<file path="src/rtl/logic_unit_pkg.sv">
// Shared opcode definitions for the pipelined bitwise logic unit.
package logic_unit_pkg;

  localparam int unsigned OP_W = 3;

  typedef enum logic [OP_W-1:0] {
    OP_AND  = 3'd0,
    OP_OR   = 3'd1,
    OP_NAND = 3'd2,
    OP_NOR  = 3'd3,
    OP_XOR  = 3'd4,
    OP_XNOR = 3'd5,
    OP_NOTA = 3'd6,
    OP_NOTB = 3'd7
  } op_e;

endpackage

</file>
<file path="src/rtl/logic_op_comb.sv">
// Combinational bitwise operator: applies one of eight logic ops to two operands.
module logic_op_comb
  import logic_unit_pkg::*;
#(
  parameter int unsigned WIDTH = 8
) (
  input  logic [WIDTH-1:0] a_i,
  input  logic [WIDTH-1:0] b_i,
  input  logic [OP_W-1:0]  op_i,
  output logic [WIDTH-1:0] y_o
);

  always_comb begin
    y_o = '0;
    case (op_e'(op_i))
      OP_AND:  y_o = a_i & b_i;
      OP_OR:   y_o = a_i | b_i;
      OP_NAND: y_o = ~(a_i & b_i);
      OP_NOR:  y_o = ~(a_i | b_i);
      OP_XOR:  y_o = a_i ^ b_i;
      OP_XNOR: y_o = ~(a_i ^ b_i);
      OP_NOTA: y_o = ~a_i;
      OP_NOTB: y_o = ~b_i;
      default: y_o = '0;
    endcase
  end

endmodule

</file>
<file path="src/rtl/logic_unit_pipe.sv">
// Two-stage valid/ready pipelined logic unit with chain accumulator and
// registered reduction flags on every result.
module logic_unit_pipe
  import logic_unit_pkg::*;
#(
  parameter int unsigned WIDTH = 8
) (
  input  logic             clk,
  input  logic             rst,
  input  logic             in_valid,
  output logic             in_ready,
  input  logic [WIDTH-1:0] in_a,
  input  logic [WIDTH-1:0] in_b,
  input  logic [OP_W-1:0]  in_op,
  input  logic             in_chain,
  output logic             out_valid,
  input  logic             out_ready,
  output logic [WIDTH-1:0] out_y,
  output logic             out_zero,
  output logic             out_ones,
  output logic             out_parity,
  output logic [WIDTH-1:0] acc_q
);

  // Stage 1: captured operands
  logic             s1_valid_q;
  logic [WIDTH-1:0] s1_a_q;
  logic [WIDTH-1:0] s1_b_q;
  logic [OP_W-1:0]  s1_op_q;
  logic             s1_chain_q;

  // Stage 2: result and flags
  logic             s2_valid_q;
  logic [WIDTH-1:0] s2_y_q;
  logic             s2_zero_q;
  logic             s2_ones_q;
  logic             s2_par_q;

  logic             adv1;
  logic             adv2;
  logic [WIDTH-1:0] op_a;
  logic [WIDTH-1:0] y_d;
  logic             zero_d;
  logic             ones_d;
  logic             par_d;

  assign adv2     = !s2_valid_q || out_ready;
  assign adv1     = !s1_valid_q || adv2;
  assign in_ready = adv1;

  // acc always holds the newest result to leave S1, which keeps chaining in order
  assign op_a = s1_chain_q ? acc_q : s1_a_q;

  logic_op_comb #(.WIDTH(WIDTH)) u_op (
    .a_i  (op_a),
    .b_i  (s1_b_q),
    .op_i (s1_op_q),
    .y_o  (y_d)
  );

  assign zero_d = ~|y_d;
  assign ones_d = &y_d;
  assign par_d  = ^y_d;

  always_ff @(posedge clk) begin
    if (rst) begin
      s1_valid_q <= 1'b0;
      s1_a_q     <= '0;
      s1_b_q     <= '0;
      s1_op_q    <= '0;
      s1_chain_q <= 1'b0;
      s2_valid_q <= 1'b0;
      s2_y_q     <= '0;
      s2_zero_q  <= 1'b1;
      s2_ones_q  <= 1'b0;
      s2_par_q   <= 1'b0;
      acc_q      <= '0;
    end else begin
      if (adv1) begin
        s1_valid_q <= in_valid;
        if (in_valid) begin
          s1_a_q     <= in_a;
          s1_b_q     <= in_b;
          s1_op_q    <= in_op;
          s1_chain_q <= in_chain;
        end
      end
      if (adv2) begin
        s2_valid_q <= s1_valid_q;
        if (s1_valid_q) begin
          s2_y_q    <= y_d;
          s2_zero_q <= zero_d;
          s2_ones_q <= ones_d;
          s2_par_q  <= par_d;
          acc_q     <= y_d;
        end
      end
    end
  end

  assign out_valid  = s2_valid_q;
  assign out_y      = s2_y_q;
  assign out_zero   = s2_zero_q;
  assign out_ones   = s2_ones_q;
  assign out_parity = s2_par_q;

endmodule

</file>
<file path="config.mk">
export PLATFORM = sky130hd
export DESIGN_NAME = logic_unit_pipe
export DESIGN_NICKNAME = d
export VERILOG_FILES = /design/src/rtl/logic_unit_pkg.sv /design/src/rtl/logic_op_comb.sv /design/src/rtl/logic_unit_pipe.sv
export SDC_FILE = /design/constraint.sdc
export NUM_CORES = 1
export LEC_CHECK = 0
export CAP_MARGIN = 40
export CELL_PAD_IN_SITES_DETAIL_PLACEMENT = 0
export CELL_PAD_IN_SITES_GLOBAL_PLACEMENT = 1
export CORE_MARGIN = 8
export CORE_UTILIZATION = 51
export CTS_CLUSTER_SIZE = 25
export DETAILED_ROUTE_END_ITERATION = 8
export DONT_BUFFER_PORTS = 1
export PLACE_DENSITY_LB_ADDON = 0.1
export SYNTH_ARGS = -nofsm -noshare
export SYNTH_HDL_FRONTEND = slang
export SYNTH_SLANG_ARGS = --single-unit
</file>
<file path="constraint.sdc">
create_clock -name clk -period 6.6 [get_ports clk]
set_input_delay 0.66 -clock clk [delete_from_list [all_inputs] [get_ports clk]]
set_output_delay 0.66 -clock clk [all_outputs]
set_load 0.05 [all_outputs]
</file>
==> impl_metrics.csv <==
group,metric,value,unit
min_path,holdCritPathClass,"in2reg",
setup_path,path_class,"reg2reg",
setup_path,path_delay_family,"simple AND/OR/NAND/NOR gates",
global_route,track_usage,0.171,
clock_network,cts_buffer_depth,2,
yosys,syn_nets,350,
route,num_vias,2004,
sta,fin_crit,3080,ps
sta,max_freq,325,MHz
sta,tightest_slew,705,ps
clock_network,cts_buffers,5,
yosys,syn_inst,302,
sta,skew,8.30,ps
route,drt-initial-drc-count,51,
setup_path,critical-path-slowest-cell,"dfxtp_1",
setup_path,critPathRequiredTime,6820,ps
clock_network,cts_tree,"yes",
final_layout,num_antenna_cells,0,
place,portBuffers,0,
sta,slew_viol_final,0,
yosys,synth-seq-cells,33,
yosys,synthArstFlopShare,0,
floorplan,start_util,0.527,
yosys,synth-seq-area-share,0.265,
power_and_ir_drop,ir_drop,0.000111,V
global_route,grt_max_degree,42,
clock_network,clock_latency,290,ps
sta,period_share,0.466,
setup_path,crit_fanout,4,
place,dp_hpwl,4380,um
clock_network,holdBufCountCts,0,
yosys,synth-edff-count,0,
place,globalplace.congestion,0.762,
setup_path,critical-path-top-cell-by-count,"ha_1",
floorplan,die_x,85.9,um
yosys,syn_avg_cell_area,8.25,um^2
sta,hold_ws,429,ps
clock_network,htree_levels,2,
sta,fin_setup_tns,0,ps
final_layout,area.growth.synth_to_final,4.77,%
sta,fin_ws,3520,ps
final_layout,final_common_cell,"nand2_1",
sta,hold_violations,0,
setup_path,critPathCaptureType,"register",
job,cap_viol_max_count,0,
yosys,synth_cell_type_count,35,
route,viasPerCell,5.57,
place,post-place-ws,3550,ps
setup_path,path_buf_inv,1,
sta,setup_viol,0,
sta,rsz0062_at_grt,"no",
setup_path,cp_slowest_stage_delay,710,ps
final_layout,layout.nets,340,
power_and_ir_drop,p_total,530,uW
global_route,grt_pass1_wl,9980,um
yosys,ys.flop_type,"dfxtp_1",
global_route,antenna_found_initial,0,
outcome,outcome,"complete, no violations",
floorplan,die_area,7380,um^2
yosys,ys_warn_count,0,
power_and_ir_drop,p_leak,1.11,nW
route,first_pass_iters,5,
clock_network,root_buffer,"clkbuf_8",
setup_path,critPathLaunchType,"register",
power_and_ir_drop,power.density,203,nW/um^2
global_route,grt_overflow,0,
yosys,synth_area,2490,um^2
final_layout,multi_input_area,1560,um^2
floorplan,core_area,4720,um^2
clock_network,post-cts-setup-buffers,0,
route,wirelength,6040,um
sta,relSlewSlack,0.529,
global_route,grt_pass1_vias,2058,
route,ant_nets,0,
clock_network,cts.sinks,33,
route,drcViolationCount,0,
final_layout,seq_area,661,um^2
final_layout,layout_common_cells,"nand2_1, dfxtp_1, inv_1",
floorplan,die_y,85.9,um
clock_network,clkTransAtPathRegs,80,ps
floorplan,rows,25,
final_layout,nFillCells,473,
route,wire_per_inst,16.8,um
setup_path,crit_arrival,3300,ps
final_layout,drive_gt1_frac,0.205,
floorplan,io_pins,45,
setup_path,path_cells,"mux2_2 > inv_1 > ha_1 > or2b_1 > nor2b_1 > nor4_1 > or2_2 > ha_1 > xor2_1 > xnor2_1 > nor2_1 > nor3_1",
clock_network,cts.repair.resized,0,
[logic make-up (layout without fill, tap and decap cells)]
group,Yosys count,count (layout),synth area share
flip-flops,33,33,0.265
adder cells (fa/ha/maj),24,24,0.121
multiplexers,8,8,0.0362
AND/OR/NAND/NOR,125,125,0.280
buffers and inverters,53,44,0.109
XOR/XNOR,3,3,0.0105
AO/OA/AOI/OAI,56,56,0.178
[cell usage after synthesis, types with 2 or more instances]
cell type	n	area, um^2
nand2_1	43	161
dfxtp_1	33	661
inv_1	25	93.8
ha_1	24	300
a21oi_1	23	115
nor2_1	20	75.1
or2_2	15	93.8
o32ai_1	14	123
buf_4	11	82.6
nor2b_1	10	62.6
nand3b_1	9	67.6
clkbuf_1	8	30.0
mux2_2	8	90.1
o22ai_1	8	50.1
nor4_2	6	75.1
o41ai_2	6	97.6
or2b_1	6	45.0
buf_6	4	45.0
nand2b_1	4	25.0
buf_1	3	11.3
buf_2	2	10.0
nand4_1	2	12.5
nor4_1	2	12.5
o32ai_2	2	32.5
o41ai_1	2	17.5
or2_1	2	12.5
xnor2_1	2	17.5
[flip-flops by register name, indices dropped and copies added, names as in the netlist]
register    cells
out_zero        1
out_valid       1
out_y           8
s1_a_q          8
out_ones        1
s1_chain_q      1
s1_b_q          8
out_parity      1
s1_valid_q      1
s1_op_q         3
[metal layers]
metal | vias up | global-route usage | routed length (um)
met1 | 928 | 0.197 | 2720
met3 | 14 | 0.0468 | 354
met5 | - | 0 | 0
met2 | 54 | 0.290 | 2830
met4 | 0 | 0.0701 | 139
li1 | 1008 | - | -
[area by class of cell]
cell class	count	share of cell area
multi-input cells	216	0.597
flip-flops and latches	33	0.253
repair buffers	11	0.0489
inverters	25	0.0360
well taps	67	0.0321
clock buffers	5	0.0264
clock inverters	3	0.00671
[stage by stage]
step                 util  std cells  cell area [um^2]
detailed placement  0.534        352              2520
global route        0.553        360              2610
global placement    0.509        342              2400
CTS                 0.553        360              2610
finish              0.553        360              2610
floorplan               -        302              2490
[path summary, 6_finish.rpt]
path,from,to,slack [ps],cells past startpoint
max,out_y[2]$_SDFFE_PP0P_,out_parity$_SDFFE_PP0P_,3520,12
min,rst,s1_a_q[0]$_SDFFE_PP0P_,430,1
max reg2reg,out_y[2]$_SDFFE_PP0P_,out_parity$_SDFFE_PP0P_,3520,12
min reg2reg,s1_a_q[4]$_SDFFE_PP0P_,s1_a_q[4]$_SDFFE_PP0P_,450,2
[power breakdown]
part	internal, mW	total [mW]	switching [mW]
Clock	0.0729	0.157	0.0840
Combinational	0.0584	0.133	0.0751
Sequential	0.210	0.240	0.0292
Total	0.342	0.530	0.188
Note: power is estimated with default switching activity, not from simulation.
